`src/rtl/bist_ctrl_gen_if.sv`:
```
// Handshake and CUT-facing bundle of the generic BIST controller.
// BIST_SIG_OUT_EN adds the live MISR signature to the bundle.
interface bist_ctrl_gen_if #(
  parameter int N_IN   = 3,
  parameter int N_OUT  = 2
`ifdef BIST_SIG_OUT_EN
  , parameter int MISR_W = 16
`endif
);
  logic             bist_start;
  logic [N_OUT-1:0] cut_out;
  logic [N_IN-1:0]  test_in;
  logic             bist_mode;
  logic             bist_end;
  logic             pass_fail;
`ifdef BIST_SIG_OUT_EN
  logic [MISR_W-1:0] signature;

  modport master (output bist_start, cut_out,
                  input  test_in, bist_mode, bist_end, pass_fail, signature);
  modport slave  (input  bist_start, cut_out,
                  output test_in, bist_mode, bist_end, pass_fail, signature);
`else
  modport master (output bist_start, cut_out,
                  input  test_in, bist_mode, bist_end, pass_fail);
  modport slave  (input  bist_start, cut_out,
                  output test_in, bist_mode, bist_end, pass_fail);
`endif
endinterface

```
`src/rtl/bist_ctrl_gen.sv`:
```
// Generic BIST engine: Galois LFSR stimulus, MISR response compaction, golden compare.
// Optional feature macro BIST_SIG_OUT_EN exposes the MISR as bus.signature.
module bist_ctrl_gen #(
  parameter int                LFSR_W    = 16,
  parameter logic [LFSR_W-1:0] LFSR_POLY = 16'hB400,
  parameter logic [LFSR_W-1:0] LFSR_SEED = 16'hACE1,
  parameter int                N_IN      = 3,
  parameter int                N_OUT     = 2,
  parameter int                MISR_W    = 16,
  parameter logic [MISR_W-1:0] MISR_POLY = 16'h1021,
  parameter int                N_PAT     = 1000,
  parameter int                FLUSH     = 4,
  parameter logic [MISR_W-1:0] GOLDEN    = 16'h0000
) (
  input  logic           CLK,
  input  logic           RST,
  bist_ctrl_gen_if.slave bus
);

  typedef enum logic [2:0] {
    S_IDLE, S_INIT, S_RUN, S_FLUSH, S_CHECK, S_DONE
  } state_t;

  localparam int CNT_W = $clog2(N_PAT + 1);
  localparam int FL_W  = (FLUSH > 0) ? $clog2(FLUSH + 1) : 1;
  localparam logic [CNT_W-1:0]  PAT_LAST = CNT_W'(N_PAT - 1);
  localparam logic [FL_W-1:0]   FL_LAST  = FL_W'((FLUSH > 0) ? FLUSH - 1 : 0);
  // An all-zero Galois LFSR never leaves zero, so a zero seed is replaced by 1.
  localparam logic [LFSR_W-1:0] SEED_EFF = (LFSR_SEED == '0) ? LFSR_W'(1) : LFSR_SEED;

  state_t            state, state_d;
  logic              start_q;
  logic [LFSR_W-1:0] lfsr, lfsr_d, lfsr_step;
  logic [MISR_W-1:0] misr, misr_d, misr_step;
  logic [CNT_W-1:0]  cnt, cnt_d;
  logic [FL_W-1:0]   fcnt, fcnt_d;
  logic [N_IN-1:0]   test_in_q, test_in_d;
  logic              mode_q, mode_d;
  logic              end_q, end_d;
  logic              pf_q, pf_d;
  logic [N_OUT-1:0]  cut_s;
  logic              rise;

  assign cut_s = bus.cut_out;
  assign rise  = bus.bist_start & ~start_q;

  assign lfsr_step = (lfsr >> 1) ^ (lfsr[0] ? LFSR_POLY : '0);
  assign misr_step = {misr[MISR_W-2:0], 1'b0}
                   ^ (misr[MISR_W-1] ? MISR_POLY : '0)
                   ^ MISR_W'(cut_s);

  always_comb begin
    // NOTE: every variable gets its hold value first so no path through the
    // case can leave one unassigned and infer a latch.
    state_d   = state;
    lfsr_d    = lfsr;
    misr_d    = misr;
    cnt_d     = cnt;
    fcnt_d    = fcnt;
    test_in_d = test_in_q;
    mode_d    = mode_q;
    end_d     = end_q;
    pf_d      = pf_q;

    case (state)
      S_IDLE, S_DONE: begin
        if (rise) begin
          state_d = S_INIT;
          mode_d  = 1'b1;
        end
      end
      S_INIT: begin
        lfsr_d  = SEED_EFF;
        misr_d  = '0;
        cnt_d   = '0;
        fcnt_d  = '0;
        end_d   = 1'b0;
        pf_d    = 1'b0;
        state_d = S_RUN;
      end
      S_RUN: begin
        lfsr_d    = lfsr_step;
        test_in_d = lfsr[N_IN-1:0];
        misr_d    = misr_step;
        cnt_d     = cnt + CNT_W'(1);
        if (cnt == PAT_LAST) state_d = (FLUSH > 0) ? S_FLUSH : S_CHECK;
      end
      S_FLUSH: begin
        // Zero stimulus drains the CUT pipeline while its tail is still compacted.
        test_in_d = '0;
        misr_d    = misr_step;
        fcnt_d    = fcnt + FL_W'(1);
        if (fcnt == FL_LAST) state_d = S_CHECK;
      end
      S_CHECK: begin
        end_d   = 1'b1;
        pf_d    = (misr == GOLDEN);
        mode_d  = 1'b0;
        state_d = S_DONE;
      end
      default: state_d = S_IDLE;
    endcase
  end

  always_ff @(posedge CLK or negedge RST) begin
    if (!RST) begin
      state     <= S_IDLE;
      start_q   <= 1'b0;
      lfsr      <= SEED_EFF;
      misr      <= '0;
      cnt       <= '0;
      fcnt      <= '0;
      test_in_q <= '0;
      mode_q    <= 1'b0;
      end_q     <= 1'b0;
      pf_q      <= 1'b0;
    end else begin
      // NOTE: non-blocking assignments so every register samples pre-edge
      // values; the stimulus taking the old LFSR state relies on it.
      state     <= state_d;
      start_q   <= bus.bist_start;
      lfsr      <= lfsr_d;
      misr      <= misr_d;
      cnt       <= cnt_d;
      fcnt      <= fcnt_d;
      test_in_q <= test_in_d;
      mode_q    <= mode_d;
      end_q     <= end_d;
      pf_q      <= pf_d;
    end
  end

  assign bus.test_in   = test_in_q;
  assign bus.bist_mode = mode_q;
  assign bus.bist_end  = end_q;
  assign bus.pass_fail = pf_q;
`ifdef BIST_SIG_OUT_EN
  assign bus.signature = misr;
`endif

endmodule

```
`src/flat_wrapper.sv`:
```
// flat-port wrapper written by rule: the top's interface ports become plain ports
module bist_ctrl_gen_flat 
#(
  parameter int                LFSR_W    = 16,
  parameter logic [LFSR_W-1:0] LFSR_POLY = 16'hB400,
  parameter logic [LFSR_W-1:0] LFSR_SEED = 16'hACE1,
  parameter int                N_IN      = 3,
  parameter int                N_OUT     = 2,
  parameter int                MISR_W    = 16,
  parameter logic [MISR_W-1:0] MISR_POLY = 16'h1021,
  parameter int                N_PAT     = 1000,
  parameter int                FLUSH     = 4,
  parameter logic [MISR_W-1:0] GOLDEN    = 16'h0000
)
  (CLK, RST, bus_bist_start, bus_cut_out, bus_test_in, bus_bist_mode, bus_bist_end, bus_pass_fail);
  bist_ctrl_gen_if #(.N_IN(N_IN), .N_OUT(N_OUT)) bus_i ();
  input  logic CLK;
  input  logic RST;
  input wire logic [$bits(bus_i.bist_start)-1:0] bus_bist_start;
  input wire logic [$bits(bus_i.cut_out)-1:0] bus_cut_out;
  output wire logic [$bits(bus_i.test_in)-1:0] bus_test_in;
  output wire logic [$bits(bus_i.bist_mode)-1:0] bus_bist_mode;
  output wire logic [$bits(bus_i.bist_end)-1:0] bus_bist_end;
  output wire logic [$bits(bus_i.pass_fail)-1:0] bus_pass_fail;
  assign bus_i.bist_start = bus_bist_start;
  assign bus_i.cut_out = bus_cut_out;
  assign bus_test_in = bus_i.test_in;
  assign bus_bist_mode = bus_i.bist_mode;
  assign bus_bist_end = bus_i.bist_end;
  assign bus_pass_fail = bus_i.pass_fail;
  bist_ctrl_gen #(.LFSR_W(LFSR_W), .LFSR_POLY(LFSR_POLY), .LFSR_SEED(LFSR_SEED), .N_IN(N_IN), .N_OUT(N_OUT), .MISR_W(MISR_W), .MISR_POLY(MISR_POLY), .N_PAT(N_PAT), .FLUSH(FLUSH), .GOLDEN(GOLDEN)) u_core (.CLK(CLK), .RST(RST), .bus(bus_i));
endmodule
```
`config.mk`:
```
export PLATFORM = sky130hd
export DESIGN_NAME = bist_ctrl_gen_flat
export DESIGN_NICKNAME = d
export VERILOG_FILES = /design/src/rtl/bist_ctrl_gen_if.sv /design/src/rtl/bist_ctrl_gen.sv /design/src/flat_wrapper.sv
export SDC_FILE = /design/constraint.sdc
export NUM_CORES = 1
export LEC_CHECK = 0
export ABC_AREA = 0
export CAP_MARGIN = 20
export CORE_ASPECT_RATIO = 0.9
export CORE_MARGIN = 4
export CORE_UTILIZATION = 30
export CTS_CLUSTER_SIZE = 20
export DETAILED_ROUTE_END_ITERATION = 8
export SLEW_MARGIN = 15
export SYNTH_ARGS = -nofsm -noshare
export SYNTH_HDL_FRONTEND = slang
export SYNTH_SLANG_ARGS = --single-unit
```
`constraint.sdc`:
```
create_clock -name CLK -period 1.7 [get_ports CLK]
set_clock_uncertainty 0.1 [all_clocks]
set_input_delay 0.34 -clock CLK [delete_from_list [all_inputs] [get_ports CLK]]
set_output_delay 0.34 -clock CLK [all_outputs]
set_load 0.01 [all_outputs]
```
* Word level (Yosys, flattened, before mapping)
Cells that the tools add are included.
Word-level totals: register bits 55, input port bits 5, output and inout port bits 6, word-level logic and storage cells 54
Operators by class: add/sub/neg operators 2, equal/unequal tests 10, mux-type cells 15, bitwise operators 5, reductions and logical operators 12
Operators with widths (number):
- case mux 16 bit (2 select lines) | 2
- case mux 10 bit (2 select lines) | 1
- logical NOT 16 bit | 1
- 2-to-1 mux 16 bit | 1
- XOR 15 x 16 -> 16 bit | 1
- XOR 16 bit | 1
- XOR 16 x 2 -> 16 bit | 1
- case mux 3 bit (5 select lines) | 1
- 2-to-1 mux 13 bit | 1
- case mux 3 bit (2 select lines) | 2
- nonzero test 2 bit | 6
- adder 10 x 1 -> 10 bit, second input constant | 1
- == test 10 bit, second input constant | 1
- == test 3 x 2 -> 1 bit, second input constant | 3
- 2-to-1 mux 3 bit | 3
- == test 3 bit, second input constant | 2
- inequality test 2 x 1 -> 1 bit, second input constant | 3
- case mux 1 bit (2 select lines) | 3
- OR reduction 2 bit | 2
- adder 3 x 1 -> 3 bit, second input constant | 1
- == test 3 x 1 -> 1 bit, second input constant | 1
- logical NOT 3 bit | 1
- AND reduction 3 bit | 1
- AND reduction 2 bit | 1
- 3 further kinds | 3

* Logic depth before layout (Yosys ltp)
Gate-level depths: netlist (run 1).
word-level depth 4, gate-level depth with buffers 5, gate-level depth less buffers 4

* Worst setup path before layout (run 1)
OpenSTA, ideal clock, no wires.
kind flip-flop to flip-flop, start reg u_core.state[0], end reg u_core.cnt[3], arrival time 1.291 ns, setup slack 0.233 ns, stages on the path, launching flop included 5, path buffers 1, period minus slack after synthesis 1.467 ns, cell sequence dfrtp_1 -> or3b_1 -> buf_2 -> or3_1 -> o21ai_1
Between the ends: word-level cells in the longest chain between the ends 2
RTL lines:
- start, declared | RTL line bist_ctrl_gen.sv:31 | state_t state, state_d;
- start signal, assigned | RTL line bist_ctrl_gen.sv:120 | state <= state_d;
- == test 3 x 2 -> 1 bit or == test 3 x 1 -> 1 bit (tied branches) | RTL line bist_ctrl_gen.sv:65 | case (state)
- case mux 10 bit (2 select lines) or nonzero test 2 bit (tied branches)
- end signal, assigned | RTL line bist_ctrl_gen.sv:124 | cnt <= cnt_d;
- end, declared | RTL line bist_ctrl_gen.sv:35 | logic [CNT_W-1:0] cnt, cnt_d;
Several ways; a longest one is shown, not always the timed one. A chain may end at the register's enable or synchronous reset.

* Worst setup path after layout (run 1)
start reg u_core.mode_q, in the netlist u_core.bus.bist_mode, end out bus_bist_mode
RTL lines:
- start, declared | RTL line bist_ctrl_gen.sv:38 | logic mode_q, mode_d;
- start signal, assigned | RTL line bist_ctrl_gen.sv:127 | mode_q <= mode_d;
- end, declared | RTL line flat_wrapper.sv:22 | output wire logic [$bits(bus_i.bist_mode)-1:0] bus_bist_mode;
No word-level cell between the ends.

==> run summary, run 1 <==
The most critical setup path has its startpoint at u_core.bus.bist_mode$_DFFE_PN0P_. The run gives 0 as the number of max-slew violations in the final report. STA classifies the critical path startpoint as a flip-flop. The number of antenna violations at the first check in global routing is 0, and the core occupancy in the finished layout is 35.6%. The synthesis warning total was 0.

The final route contains 1530 vias. The tools report the normalized max-slew margin as 56.3%. Final cell count without fillers: 307. Root buffer selected by CTS: clkbuf_8. The library cells used most frequently in the layout, excluding fill and tap cells, are dfrtp_1 (47), a22o_1 (24), nand2_1 (14). In this run the biggest area consumer among cell types represents 49.7% of the synthesized area. The tools report the minimum setup slack among reg-to-reg paths as 0.14 ns.

The area growth from synthesis to layout is 14.6%. For the pin with the worst max-slew slack, the measured transition is 0.653 ns. Counting flops with an async set or reset pin after synthesis yields a share of 100%.

Detail-routed net length per standard cell: 13.8 um. For the sink count of the clock tree, the log shows 55. Buffers inserted during clock tree synthesis total 5. The share of the Yosys chip area taken by registers is 58.6%. The worst-case IR drop observed on VDD is 0.782 mV.

Summed over all failing endpoints, the final setup total negative slack is 0 ns. The layout cell share with drive strength beyond 1 is 13.3%, and the antenna diode count is 0. Across all hold checks on the routed design, the worst slack comes to 0.387 ns.

Once detail routing completed, the nets flagged for antenna violations numbered 0. The cell count along the critical path was 1; the post-synth design cell area was 2370 sq um. The via density per instance works out to 4.98. The tools report the count of final hold-check violations as 0. The die is 102 um wide. The shortest clock period the worst path allows after layout is 1.63 ns. Synthesis produced a netlist with a net count of 204. The critical path data required time was 1.26 ns. The initial core utilization is 31.1%, and the minimum setup slack after placement is 0.120 ns. Final critical-path setup slack: 0.0700 ns. Terminus of the critical flop-to-flop path: u_core.cnt[3]$_DFFE_PN0P_. The highest achievable clock rate is 614 MHz, and the cell count after placement is 298.

The tools report the final global-route overflow total as 0. Leaving out fill and tap cells, the most frequent cell in the layout is dfrtp_1. 11 I/O pins were placed.

On the critical path the largest part of the delay comes from buffers and inverters. After floorplanning, the core was divided into 30 placement rows. After clock tree synthesis, the setup repair step added 0 buffers.

The die is 92.3 um tall. In this run the worst setup path terminates at bus_bist_mode. The tools report the first-pass GRT wire length as 7700 um. Global routing used 10.1% of the available tracks across all layers. Summed over all cells, the static leakage comes to 0.00124 uW. Measured in cells, the most critical reg-to-reg path has a length of 3. For the final routed DRC violation total, the log shows 0.

The first routing iteration left 46 violations. Setup repair after global routing left no endpoint under its margin. Synthesis inferred 55 register bits. Yosys attributes the largest share of cell area to dfrtp_1 (50%), dfstp_2 (8.9%), a22o_1 (8.9%), xnor2_1 (2.6%), mux2i_1 (2.5%). The critical path in this run is classified as reg2out. The first detailed-routing pass ran for 4 iterations. The number of global-route vias before repair was 1542; the total of max-cap violations was 0.

The mean cell area of the mapped netlist is 12.1 sq um, and the maximum buffer depth of the clock tree is 2. In this run the worst path has a maximum fanout of 2. In this run the tool buffered the top-level ports with 10 buffer cells.

The tools report the number of distinct standard cells referenced by the synthesized netlist as 39. The clock transition at the register clock pins on the worst setup and hold paths after CTS came out at 0.10 ns. The type of element capturing the critical path was a primary output. The pin count of the biggest net entering global routing came out at 56. The maximum single-stage delay on the critical path was 0.53 ns. The clock tree synthesis step divided the H-tree into 2 levels.

The clock reaches the later pin of the worst-skew pair after 0.30 ns. The congestion estimate from routability-driven global placement came to 0.728. The arrival time at the worst endpoint is 1.19 ns, and the count of flip-flops with a built-in enable after synthesis is 0. Number of buffer and inverter stages on the critical path: 1. After detailed routing, the total wire length is 4240 um. The path class of the lowest-slack min-delay path was reg2reg. The final period utilization is 95.9%. Power spread over the standard cell area amounts to 1840 nW/um^2. TritonCTS built the clock tree. The wire-length estimate of the detail-placed layout is 2840 um. The floorplan step defined a die boundary enclosing 9380 sq um.

Setup violations remaining at the end of the flow were counted as 0. The run finished with clean final reports. In this run the critical register-to-register path is launched from u_core.state[0]$_DFFE_PN0P_.

The cell type contributing the most total cell area after synthesis is dfrtp_1. The region available for standard cell placement spans 7620 sq um. The slowest cell on the critical path was clkdlybuf4s50_1. Synthesis handed over a netlist of 196 instances. For the number of nets in the layout, the log shows 218. The dominant synthesized flop cell was dfrtp_1. Walking the worst path, the cells encountered are clkdlybuf4s50_1.
## repair_timing
action / in CTS / in global routing
hold buffers: 1 / 0
pin swaps: 0 / 0
hold endpoints to repair: 47 / 0
gates resized for setup: 1 / 4
endpoints found under the setup margin: 1 / 4
## metrics by stage
stage	instance area, sq um	power, uW
after floorplan	2370	3740
after global placement	2590	4250
after detailed placement	2590	4310
after CTS	2700	5080
after global routing	2710	5440
final	2710	4990
## per-layer routing
layer | wire length, um | track usage (%) | vias to the layer above
li1 | - | - | 753
met4 | 14 | 2.33 | 0
met5 | 0 | 0 | -
met2 | 1830 | 13.7 | 10
met1 | 2310 | 16.1 | 762
met3 | 86 | 2.28 | 5
## power by group
part	internal, uW	leakage (uW)	switching (uW)	total (uW)
clock network	335	0.0000484	411	746
logic	973	0.000510	958	1930
registers	1900	0.000683	417	2320
total	3210	0.00124	1790	4990
## cell usage after synthesis (3+ instances only)
master / count
dfrtp_1: 47
o21ai_0: 12
nor3b_1: 3
a22o_1: 24
ha_1: 3
a31oi_1: 5
o22a_1: 6
nand4_1: 3
a21oi_1: 3
clkbuf_1: 4
buf_2: 6
nand2_1: 14
mux2i_1: 6
nor4_1: 4
dfstp_2: 8
xnor2_1: 7
nand2b_1: 5
nand3_1: 5
## worst min path at each step
stage | from | endpoint | slack (ns) | cells past startpoint
detailed placement | RST | u_core.fcnt[0]$_DFFE_PN0P_ | 0.26 | 2
global route | u_core.cnt[8]$_DFFE_PN0P_ | u_core.cnt[8]$_DFFE_PN0P_ | 0.41 | 1
CTS | u_core.cnt[8]$_DFFE_PN0P_ | u_core.cnt[8]$_DFFE_PN0P_ | 0.39 | 1
floorplan | RST | u_core.bus.bist_end$_DFFE_PN0P_ | -0.06 | 0
finish | u_core.fcnt[2]$_DFFE_PN0P_ | u_core.fcnt[2]$_DFFE_PN0P_ | 0.39 | 2
global placement | RST | u_core.fcnt[1]$_DFFE_PN0P_ | 0.26 | 2
## sequential cells by signal (all words and copies together), names as in the netlist
name,cells
u_core.bus.bist_end,1
u_core.fcnt,3
u_core.cnt,10
u_core.state,3
u_core.misr,16
u_core.lfsr,16
u_core.start_q,1
u_core.bus.pass_fail,1
u_core.bus.bist_mode,1
u_core.bus.test_in,3
## layout make-up
type | instances | area (sq um)
Sequential cell | 55 | 1390
Clock buffer | 7 | 86.3
Inverter | 2 | 7.51
Clock inverter | 1 | 8.76
Multi-Input combinational cell | 127 | 921
Tap cell | 96 | 120
Timing Repair Buffer | 19 | 184
Fill cell | 772 | 4910
## cell families after synthesis
group | Yosys count | synth area share, %
flip-flops | 55 | 58.6
multiplexers | 6 | 2.54
buffers and inverters | 14 | 2.85
AND/OR/NAND/NOR | 51 | 13.0
AO/OA/AOI/OAI | 59 | 18.5
adder cells (fa/ha/maj) | 3 | 1.59
XOR/XNOR | 8 | 2.96
Note: power is estimated with default switching activity, not from simulation.
==> run 2, diff against run 1 <==
--- a/config.mk
+++ b/config.mk
@@ -12,6 +12,7 @@
 export CORE_UTILIZATION = 30
 export CTS_CLUSTER_SIZE = 20
 export DETAILED_ROUTE_END_ITERATION = 8
+export PLACE_DENSITY = 0.54
 export SLEW_MARGIN = 15
 export SYNTH_ARGS = -nofsm -noshare
 export SYNTH_HDL_FRONTEND = slang
==> run summary, run 2 (same netlist as run 1, synthesis figures left out) <==
The flow ran to the end, and the final reports show no timing, DRC or antenna violations. In this run the deepest clock path goes through 2 buffers. The clock network accounts for 13.7% of the total power. Power density over the cells: 1860 nW/um^2.

Summed over all layers, the global routing overflow is 0. Summing all placed instances gives a cell area of 2610 sq um. The critical path goes through clkdlybuf4s50_1.

The logs give 0.706 for the last weighted congestion value of the routability-driven placer and 9380 sq um for the floorplan die area. In this run the critical register-to-register path is launched from u_core.state[0]$_DFFE_PN0P_. Element type at the critical path start: a flip-flop. After detailed routing, the average wire length per cell comes to 14.5 um.

The cell-internal power is 3230 uW, and the pin count of the biggest net entering global routing is 49. The number of cell instances on the worst register-to-register path was 4. Overall power consumption after layout is estimated at 5050 uW. The row count was 30.

For the worst setup path, the data required time is 1.26 ns. The worst hold path belongs to the class in2async. CTS placed an instance of clkbuf_8 at the clock tree root. Highest achievable clock rate: 606 MHz. The number of buffers added for setup after CTS came out at 0. For this run, design rule violations remaining after detail routing come to 0. Counting the buffers created by CTS gives 5. Cell count along the critical path: 1. Summed over all nets, the half-perimeter wirelength after detailed placement is 2950 um. For the worst setup path, the data arrival time is 1.21 ns. The first-pass GRT wire length is 7800 um, and the number of max-slew violations in the final report is 0. The analysis attributes to cell leakage a power of 0.00120 uW. Clock latency on the worst-skew pair, taken at its later pin, is 0.30 ns.

Broken down by cell family, the worst path's largest delay share belongs to buffers and inverters. The die outline width came out at 102 um. For this run, the post-layout net count is 220.

The number of buffer and inverter stages on the critical path was 1; the final setup violation count was 0. The count of input and output buffers came out at 10. The tools report the antenna diode count as 0. In this run switching power makes up 36.0% of total power.

The worst vdd rail ir drop is 0.930 mV. The final period utilization came out at 97.0%. In this run, the number of DRC markers left after iteration 0 of detailed routing was 83. The normalized max-slew margin came out at 59.4%. TritonCTS built the clock tree. Cells with a size suffix above 1 make up 14.1% of the layout. The tools report the number of detailed-routing iterations run before antenna repair as 4. In the layout the commonest cells are dfrtp_1 (47), a22o_1 (24), nand2_1 (14). The tools report the terminus of the critical flop-to-flop path as u_core.cnt[1]$_DFFE_PN0P_. The number of global-route vias before repair was 1568; the sink count of the clock tree was 55.

At the pin with the least slew margin, the transition time is 0.607 ns. In this run the power spent charging and discharging nets is 1820 uW. The critical path is of the reg2out type. The detail route stage leaves a number of antenna-violating nets equal to 0. The tool flagged a number of max-cap violations equal to 0. Via density per instance: 5.00. The tools report the number of antenna violations at the first check in global routing as 0. Across the whole layout, storage elements account for 1390 sq um. The final wirelength was 4490 um. Once the floorplan was initialized, standard cells occupied 31.1% of the core.

Of all nets on the critical path, the largest fanout is 2. In this run the worst setup path begins at u_core.bus.bist_mode$_DFFE_PN0P_. Compared with the post-synthesis result, the final layout area differs by 14.9%. The slowest cell on the critical path is clkdlybuf4s50_1. The tools report the end point of the critical path as bus_bist_mode. The total number of vias was 1544. The tools report the total of fill cells in the finished design as 743. For this run, the slowest stage of the critical path takes 0.54 ns. Part of the total power dissipated in combinational logic: 40.3%. The worst setup path is captured at a primary output.

The y dimension of the die is 92.3 um. The largest registers in the layout are u_core.lfsr (16), u_core.misr (16), u_core.cnt (10). For flop-to-flop paths, the worst setup slack is 0.10 ns. The library cell used most frequently in the layout, excluding fill and tap cells, is dfrtp_1. The final non-filler cell area is 2720 sq um, and the combined area of the multi-input logic cells is 928 sq um. Clock-pin slew was measured on the worst setup and hold paths at 0.09 ns.

During I/O placement, the number of pins put on the boundary was 11. CTS built an H-tree with a depth of 2. The total routing usage reported by global routing was 10.4%; the sequential share of power was 46.0%. The shortest clock period the worst path allows after layout came out at 1.65 ns. The region available for standard cell placement spans 7620 sq um. The run gives 0 as the count of final hold-check violations.
==> run 2: per-layer routing <==
metal  up-vias  share of wire, %  global-route usage, %
li1        757                 -                      -
met1       761                53                   15.6
met2        22                43                   14.4
met3         4               2.6                   2.21
met4         0               1.3                   4.43
met5         -                 0                      0
==> run 2: worst min-delay path by stage <==
stage          slack, ns  start                                end  depth (start not counted)
4_1_cts             0.30    RST         u_core.lfsr[2]$_DFFE_PN0P_                          2
6_report            0.31    RST  u_core.bus.test_in[2]$_DFFE_PN0N_                          2
3_3_place_gp        0.11    RST         u_core.lfsr[2]$_DFFE_PN0P_                          1
3_5_place_dp        0.10    RST         u_core.lfsr[2]$_DFFE_PN0P_                          1
5_1_grt             0.34    RST         u_core.lfsr[4]$_DFFE_PN0P_                          2
2_1_floorplan      -0.06    RST    u_core.bus.bist_end$_DFFE_PN0P_                          0
==> run 2: power by group through the flow <==
stage               registers (uW)  logic [uW]  clock network, uW
floorplan                     2220        1520                  0
global placement              2340        1990                  0
detailed placement            2330        2020                  0
CTS                           2320        2030                719
global route                  2400        2280                777
finish                        2320        2030                689
==> run 2: stage by stage <==
step | utilization, % | hold WS (ns) | TNS [ns] | cells | worst slack, ns
3_5_place_dp | 34.3 | 0.103 | 0 | 300 | 0.103
3_3_place_gp | 34.3 | 0.105 | 0 | 300 | 0.115
6_report | 35.7 | 0.311 | 0 | 309 | 0.0505
5_1_grt | 35.7 | 0.338 | -0.00597 | 309 | -0.00597
2_1_floorplan | - | -0.0556 | 0 | 196 | 0.233
4_1_cts | 35.5 | 0.301 | 0 | 309 | 0.0272
==> run 2: area by class of cell <==
class | count | area share (%)
tap | 96 | 4.42
inverter | 2 | 0.276
multi-input combinational | 127 | 34.1
sequential | 55 | 51.0
clock inverter | 1 | 0.184
timing repair buffer | 21 | 7.18
clock buffer | 7 | 2.81
==> run 2: what timing repair did <==
action	4_1_cts	5_1_grt
hold endpoints to repair	7	0
endpoints found under the setup margin	0	7
resized for setup	0	4
hold buffers	1	0
